[config.mk]
export PLATFORM = sky130hd
export DESIGN_NAME = chan_fifo_writer
export DESIGN_NICKNAME = d
export VERILOG_FILES = /design/src/rtl/chan_fifo_writer.sv
export SDC_FILE = /design/constraint.sdc
export NUM_CORES = 1
export LEC_CHECK = 0
export ABC_AREA = 1
export CORE_MARGIN = 3
export CORE_UTILIZATION = 49
export DETAILED_ROUTE_END_ITERATION = 8
export PLACE_DENSITY = 0.82
export SLEW_MARGIN = 20
export SYNTH_ARGS = -nofsm -noshare
export SYNTH_HDL_FRONTEND = slang
export SYNTH_SLANG_ARGS = --single-unit
[constraint.sdc]
create_clock -name rx_clock -period 4.2 [get_ports rx_clock]
set_clock_uncertainty 0.15 [all_clocks]
set_input_delay 0.63 -clock rx_clock [delete_from_list [all_inputs] [get_ports rx_clock]]
set_output_delay 0.63 -clock rx_clock [all_outputs]
set_load 0.01 [all_outputs]
[src/rtl/chan_fifo_writer.sv]
// chan_fifo_writer: packs strobed RX I/Q samples into framed channel packets
// (header, timestamp, payload) and writes them into the per-channel RX FIFO.
module chan_fifo_writer #(
    parameter int          SPACE_W  = 9,
    parameter logic [31:0] PAD_WORD = 32'h0
) (
    input  logic               rx_clock,
    input  logic               reset,
    input  logic               rx_strobe,
    input  logic [15:0]        rx_i,
    input  logic [15:0]        rx_q,
    input  logic               rx_enable,
    input  logic [31:0]        timestamp_clock,
    input  logic [6:0]         pkt_len,
    input  logic [SPACE_W-1:0] fifo_space,
    input  logic [31:0]        rssi,
    input  logic [31:0]        threshhold,
    output logic               wrreq,
    output logic [31:0]        fifodata,
    output logic               overrun,
    output logic               burst,
    output logic [14:0]        debug
);
    typedef enum logic [3:0] {
        IDLE, ARMED, HEADER, TIMESTAMP, FIRST, PAYLOAD, PAD, EOB_HDR, EOB_TS
    } state_t;

    state_t      r_state;
    logic [6:0]  r_len;
    logic [6:0]  r_cnt;
    logic        r_sob;
    logic [31:0] r_sample;
    logic [31:0] r_ts;
    logic        w_room;
    logic        w_eob_room;
    logic        w_rssi;
    logic [31:0] w_hdr;
    logic [31:0] w_eob_hdr;

    // A packet starts only if the whole packet fits, so padding never needs to check space.
    assign w_room     = 32'(fifo_space) >= 32'(r_len) + 32'd2;
    assign w_eob_room = 32'(fifo_space) >= 32'd2;
    assign w_rssi     = rssi > threshhold;
    assign w_hdr      = {3'b0, r_sob, 1'b0, w_rssi, 1'b0, 16'b0, r_len, 2'b0};
    assign w_eob_hdr  = {3'b0, r_sob, 1'b1, 27'b0};
    assign debug      = {8'd0, wrreq, overrun, burst, r_state[2:0], rx_strobe};

    // Outputs are registered on entry to each state, so a word is on the bus while its state is current.
    always_ff @(posedge rx_clock or posedge reset) begin
        if (reset) begin
            r_state  <= IDLE;
            r_len    <= '0;
            r_cnt    <= '0;
            r_sob    <= 1'b0;
            r_sample <= '0;
            r_ts     <= '0;
            wrreq    <= 1'b0;
            fifodata <= '0;
            overrun  <= 1'b0;
            burst    <= 1'b0;
        end else begin
            case (r_state)
                IDLE: begin
                    wrreq <= 1'b0;
                    if (rx_enable) begin
                        r_len   <= (pkt_len == 7'd0) ? 7'd1 : pkt_len;
                        r_cnt   <= '0;
                        r_sob   <= 1'b1;
                        burst   <= 1'b1;
                        overrun <= 1'b0;
                        r_state <= ARMED;
                    end
                end
                ARMED: begin
                    wrreq <= 1'b0;
                    if (!rx_enable) begin
                        r_state <= EOB_HDR;
                    end else if (rx_strobe) begin
                        if (w_room) begin
                            r_sample <= {rx_q, rx_i};
                            r_ts     <= timestamp_clock;
                            wrreq    <= 1'b1;
                            fifodata <= w_hdr;
                            r_state  <= HEADER;
                        end else begin
                            overrun <= 1'b1;
                        end
                    end
                end
                HEADER: begin
                    fifodata <= r_ts;
                    r_sob    <= 1'b0;
                    r_state  <= TIMESTAMP;
                end
                TIMESTAMP: begin
                    fifodata <= r_sample;
                    r_cnt    <= 7'd1;
                    r_state  <= FIRST;
                end
                FIRST: begin
                    wrreq   <= 1'b0;
                    r_state <= (r_cnt == r_len) ? ARMED : PAYLOAD;
                end
                PAYLOAD: begin
                    if (r_cnt == r_len) begin
                        wrreq   <= 1'b0;
                        r_state <= ARMED;
                    end else if (!rx_enable) begin
                        wrreq    <= 1'b1;
                        fifodata <= PAD_WORD;
                        r_cnt    <= r_cnt + 7'd1;
                        r_state  <= PAD;
                    end else if (rx_strobe) begin
                        wrreq    <= 1'b1;
                        fifodata <= {rx_q, rx_i};
                        r_cnt    <= r_cnt + 7'd1;
                    end else begin
                        wrreq <= 1'b0;
                    end
                end
                PAD: begin
                    if (r_cnt == r_len) begin
                        wrreq   <= 1'b0;
                        r_state <= EOB_HDR;
                    end else begin
                        wrreq    <= 1'b1;
                        fifodata <= PAD_WORD;
                        r_cnt    <= r_cnt + 7'd1;
                    end
                end
                EOB_HDR: begin
                    if (wrreq) begin
                        fifodata <= timestamp_clock;
                        r_sob    <= 1'b0;
                        r_state  <= EOB_TS;
                    end else if (w_eob_room) begin
                        wrreq    <= 1'b1;
                        fifodata <= w_eob_hdr;
                    end
                end
                EOB_TS: begin
                    wrreq   <= 1'b0;
                    burst   <= 1'b0;
                    r_state <= IDLE;
                end
                default: begin
                    wrreq   <= 1'b0;
                    r_state <= IDLE;
                end
            endcase
        end
    end
endmodule

==> results of run 1 <==
[layout make-up]
cell class / count / area (sq um) / share of cell area [%]
clock buffer: 25 / 515.5 / 5.335
clock inverter: 7 / 91.34 / 0.9454
timing repair buffer: 196 / 1957 / 20.25
inverter: 142 / 535.5 / 5.543
tap: 180 / 225.2 / 2.331
multi-input combinational: 658 / 3385 / 35.03
sequential: 118 / 2953 / 30.56
[registers in the layout (all words and copies together), names as in the netlist]
| name | flops |
|---|---|
| overrun | 1 |
| r_len | 7 |
| wrreq | 1 |
| r_cnt | 7 |
| burst | 1 |
| r_ts | 32 |
| r_state | 4 |
| r_sample | 32 |
| fifodata | 32 |
| r_sob | 1 |
[worst max path at each step]
stage | from | endpoint | slack (ns) | cells past startpoint
2_1_floorplan | reset | burst | 0.29 | 1
3_3_place_gp | fifo_space[7] | wrreq | 1.21 | 11
3_5_place_dp | fifo_space[7] | wrreq | 1.14 | 11
4_1_cts | r_len[1] | wrreq | 1.24 | 13
5_1_grt | r_len[1] | wrreq | 0.94 | 13
6_report | r_len[1] | wrreq | 1.29 | 13
[metal layers]
layer  GRT usage, %  up-vias
met5              0        -
met4          6.877        0
met3          5.393       27
met2          39.35      240
met1          31.63     3132
li1               -     3371
[power by group]
part / switching (mW) / internal, mW / total (mW)
clock: 0.506 / 0.965 / 1.47
combinational: 1.39 / 0.982 / 2.37
sequential: 0.328 / 1.62 / 1.94
total: 2.22 / 3.56 / 5.78
[layout by cell type, fill, tap and decap left out, types with 3 or more instances in the layout]
master / Yosys / final
o21ai_0: 38 / 38
xnor2_1: 8 / 8
nand4_1: 5 / 5
nand3b_1: 3 / 3
nor2_4: 3 / 3
conb_1: 1 / 8
o22ai_1: 4 / 4
nand2_1: 291 / 291
inv_1: 134 / 133
inv_2: 7 / 7
clkdlybuf4s50_1: 0 / 189
dfrtp_1: 118 / 118
nand2_2: 3 / 3
nand3_1: 32 / 32
nor3_1: 4 / 4
clkbuf_16: 0 / 17
clkinv_2: 0 / 3
nand3_2: 4 / 3
nor2_2: 5 / 5
o21ai_1: 64 / 64
buf_4: 21 / 6
clkbuf_8: 0 / 6
xor2_1: 4 / 4
nor2_1: 65 / 65
a21oi_1: 46 / 46
ha_1: 42 / 42
o21ai_2: 7 / 7
o2111ai_1: 11 / 11
[worst max-delay path, stage by stage, from the launching register on]
cell and delay [ns]:
dfrtp_1 0.45, ha_1 0.22, nand3_1 0.11, nand3b_1 0.19, ha_1 0.33, nand3_1 0.09, nand3_1 0.07, a21oi_1 0.22
nand2_1 0.14, nand3_4 0.08, buf_12 0.37, o21ai_0 0.19, inv_1 0.08, nand4_1 0.06
[cell families after synthesis]
group,count (synthesis),synth area share [%]
AOI/OAI and AO/OA,175,13.38
xor gates and xnor gates,12,1.459
adders and majority gates,42,7.295
buffers and inverters,193,12.49
DFF,118,40.99
muxes,2,0.3126
other,1,0.05206
and+or+nand+nor,419,24.02
==> flow_metrics.tcl, run 1 <==
set metrics [dict create \
    status "complete, no violations" \
    dp_slack_ns 1.144 \
    crit_fanout 129 \
    yosysWarnings 0 \
    dieArea_sq_um 16190 \
    tns_ns 0 \
    synthToLayoutAreaGrowth_pct 34.13 \
    min_path_type "flip-flop to flip-flop" \
    vias 6770 \
    place.gp.congestion 0.8633 \
    wl_met1_um 8289 \
    die_w_um 127.2 \
    post_cts_resized 0 \
    highest-signal-layer "met4" \
    netlist_top_cells_count "nand2_1 (291), inv_1 (134), dfrtp_1 (118), nor2_1 (65), o21ai_1 (64)" \
    via_per_inst 5.106 \
    cts.htree.levels 4 \
    grt_pass1_vias 6391 \
    ios 198 \
    cellPowerDensity_nw_per_um2 598.7 \
    die_h_um 127.2 \
    antenna_found_initial 0 \
    max_slew_margin_pct 46.89 \
    synthArstFlopShare_pct 100.0 \
    cp.required_ns 4.34 \
    synthTopCellsByArea "dfrtp_1 (41%), nand2_1 (15%), ha_1 (7.3%), inv_1 (7.0%), o21ai_1 (4.4%)" \
    totalWireLength_um 19240 \
    drt_iter0_drc 544 \
    post_cts_buffers 0 \
    netlist_area_sq_um 7203 \
    overflow 0 \
    fin_crit_sh_pct 69.28 \
    dr_wl_met2_um 9292 \
    period_minus_slack_ns 2.910 \
    initial_core_util_pct 50.91 \
    diodes 0 \
    holdPathStages 2 \
    synth_seq_cells 118 \
    setup_violations 0 \
    final_layout_size_suffix_gt1_share_pct 6.457 \
    worst_slack_ns 1.290 \
    ant_nets 0 \
    cap_violations 0 \
    drc_errors 0 \
    r2r_cells 13 \
    core.rowCount 43 \
    wire_per_inst_um 14.51 \
    min_from "fifodata[28]" \
    synth_ff_type "dfrtp_1" \
    synth_top_area_cell "dfrtp_1" \
    synth_top_area_share_pct 40.99 \
    dr_wl_met3_um 1367 \
    place_inst 1294 \
    rsz0062_at_grt "no" \
    tightestPinTransition_ns 0.7967 \
    syn_avg_cell_area_sq_um 7.488 \
    postCtsHoldBufs 0 \
    vdd_drop_max_mv 0.3682 \
    cts_tree "built" \
    synth.most_common_cell "nand2_1" \
    final_cells 1326 \
    r2r-end "wrreq" \
    synth_cells 962 \
    final_area_sq_um 9662 \
    min_to "fifodata[28]" \
    hold_viol_final 0 \
    path_clk_slew_ns 0.06 \
    dpl.hpwl_um 13970 \
    dpl-instance-area_sq_um 9055 \
    utilization_pct 68.28 \
    io_buffers 189 \
    crit_type "flip-flop to flip-flop" \
    grt_pass1_wl_um 31190 \
    fill_cells 1137 \
    insertion_delay_ns 0.42 \
    cts_made_buffers 17 \
    critical_path_arrival_ns 3.05 \
    holdWs_ns 0.3284 \
    total_power_mw 5.785 \
    coreArea_sq_um 14150 \
    synth_edf_count 0 \
    ys_seq_area_share_pct 40.99 \
    clockRootBuffer "clkbuf_16" \
    critPathLaunchType "flip-flop" \
    dr.pass1.iters 5 \
    track_usage_pct 23.83 \
    grt_max_degree 130 \
    r2r_slack_ns 1.29 \
    ys_types 38 \
    clock-sinks 118 \
    r2r-start "r_len[1]" \
    slew_viol_final 0 \
    cts_buffer_depth 2 \
    end_kind "flip-flop" \
    p_leak_nw 4.813 \
    nets 1323 \
    max_clock_freq_ghz 0.3437 \
]
Power figures use the tool's default switching activity.
==> run 2, diff against run 1 <==
==> constraint.sdc (replaced) <==
create_clock -name rx_clock -period 2.7 [get_ports rx_clock]
set_clock_uncertainty 0.15 [all_clocks]
set_input_delay 0.405 -clock rx_clock [delete_from_list [all_inputs] [get_ports rx_clock]]
set_output_delay 0.405 -clock rx_clock [all_outputs]
set_load 0.01 [all_outputs]
==> flow_metrics.tcl, run 2 (same netlist as run 1, synthesis figures left out) <==
set metrics [dict create \
    antenna_found_initial 0 \
    final_cells 1339 \
    rsz0062_at_grt "no" \
    track_usage_pct 24.36 \
    layout_common_cells "nand2_1 (291), clkdlybuf4s50_1 (189), inv_1 (133)" \
    core.rowCount 43 \
    critPathLaunchType "flip-flop" \
    synthToLayoutAreaGrowth_pct 36.53 \
    crit_fanout 41 \
    via_per_inst 5.140 \
    place.gp.congestion 0.9097 \
    ios 198 \
    die_w_um 127.2 \
    cts_tree "built" \
    cp.required_ns 2.89 \
    critPathMaxStageDelay_ns 0.38 \
    cellPowerDensity_nw_per_um2 933.2 \
    vias 6882 \
    totalWireLength_um 19610 \
    wire_per_inst_um 14.64 \
    max_clock_freq_ghz 0.4023 \
    fill_cells 1107 \
    cts.htree.levels 4 \
    crit_type "flip-flop to flip-flop" \
    initial_core_util_pct 50.91 \
    dpl.hpwl_um 14190 \
    status "complete, no violations" \
    drc_errors 0 \
    crit_path_top_delay_cell "dfrtp_1" \
    overflow 0 \
    tightestPinTransition_ns 0.5690 \
    r2r-start "r_len[1]" \
    holdWs_ns 0.1633 \
    grt_max_degree 91 \
    max_slew_margin_pct 62.01 \
    io_buffers 189 \
    insertion_delay_ns 0.42 \
    vdd_drop_max_mv 0.6693 \
    hold_viol_final 0 \
    crit_top_cell "nand3_1" \
    p_leak_nw 4.883 \
    grt_pass1_wl_um 31600 \
    cap_violations 0 \
    end_kind "flip-flop" \
    final_layout_size_suffix_gt1_share_pct 7.679 \
    tns_ns 0 \
    fin_crit_sh_pct 92.06 \
    dr.pass1.iters 5 \
    critical_path_arrival_ns 2.67 \
    total_power_mw 9.177 \
    final_common_cell "nand2_1" \
    cts_buffer_depth 2 \
    min_path_type "primary input to asynchronous set/reset pin" \
    grt_pass1_vias 6505 \
    clock-sinks 118 \
    diodes 0 \
    period_minus_slack_ns 2.486 \
    path_cells "ha_1, nand3_1, nand3b_1, ha_1, nand3_1, nand3_1, a21oi_2, nand2_1, nand3_4, buf_12, nand2_1, o21ai_1" \
    seq_area_sq_um 2953 \
    setup_violations 0 \
    largestRegisters "fifodata (32), r_sample (32), r_ts (32)" \
    crit_path_start "r_len[1]" \
    place_inst 1305 \
    path_clk_slew_ns 0.06 \
    ant_nets 0 \
    drt_iter0_drc 471 \
    coreArea_sq_um 14150 \
    nets 1337 \
    dieArea_sq_um 16190 \
    clockRootBuffer "clkbuf_16" \
    slew_viol_final 0 \
    cts_made_buffers 17 \
    die_h_um 127.2 \
    multi_input_area_sq_um 3388 \
]
[run 2: cell types whose count changed in the layout (fill, tap and decap cells not counted), moves of 4 or more]
cell and delta:
buf_4 +7, clkinvlp_4 +4, clkbuf_8 -4, buf_12 +5
[run 2: worst paths after layout]
| kind | slack [ns] | endpoint | depth (start not counted) |
|---|---|---|---|
| min in group rx_clock | 0.33 | fifodata[16] | 2 |
| max reg2reg | 0.21 | r_ts[22] | 12 |
| max in group asynchronous | 1.47 | r_cnt[3] | 3 |
| min reg2reg | 0.33 | fifodata[16] | 2 |
| min | 0.16 | r_sample[27] | 2 |
| max | 0.21 | r_ts[22] | 12 |
[run 2: cell type report]
class	count	share of cell area (%)
clock inverters	11	1.285
well taps	180	2.290
flip-flops and latches	118	30.03
clock buffers	20	4.644
repair buffers	210	21.82
inverters	142	5.483
multi-input cells	658	34.45
[run 2: per-layer routing]
metal  GRT usage, %  wire (um)
met2          40.38       9462
met3          5.477       1318
met5              0          0
met1          32.22       8581
met4          7.003        246
[run 2: worst max-delay path, delay by kind of cell (launching register included)]
family	cells	cell delay, ns
and+or+nand+nor	7	0.85
buffers and inverters	1	0.24
adders and majority gates	2	0.54
AOI/OAI and AO/OA	2	0.24
DFF	1	0.38
[run 2: stage by stage]
stage	area [sq um]	util (%)	setup WS (ns)
after detailed placement	9201	65.03	0.1140
after global placement	9201	65.03	0.2131
final	9834	69.50	0.2144
after CTS	9784	69.15	0.1015
after floorplan	7233	-	0.3826
after global routing	9834	69.50	0.009262
[run 2: report_power, final]
group          switching (mW)  internal [mW]
logic                    2.26           1.68
clock network           0.834           1.40
registers               0.479           2.51
[run 2: timing repair]
action,CTS,global route
resized for setup,0,4
hold buffers,0,0
setup endpoints to repair,0,92
buffers inserted,0,2
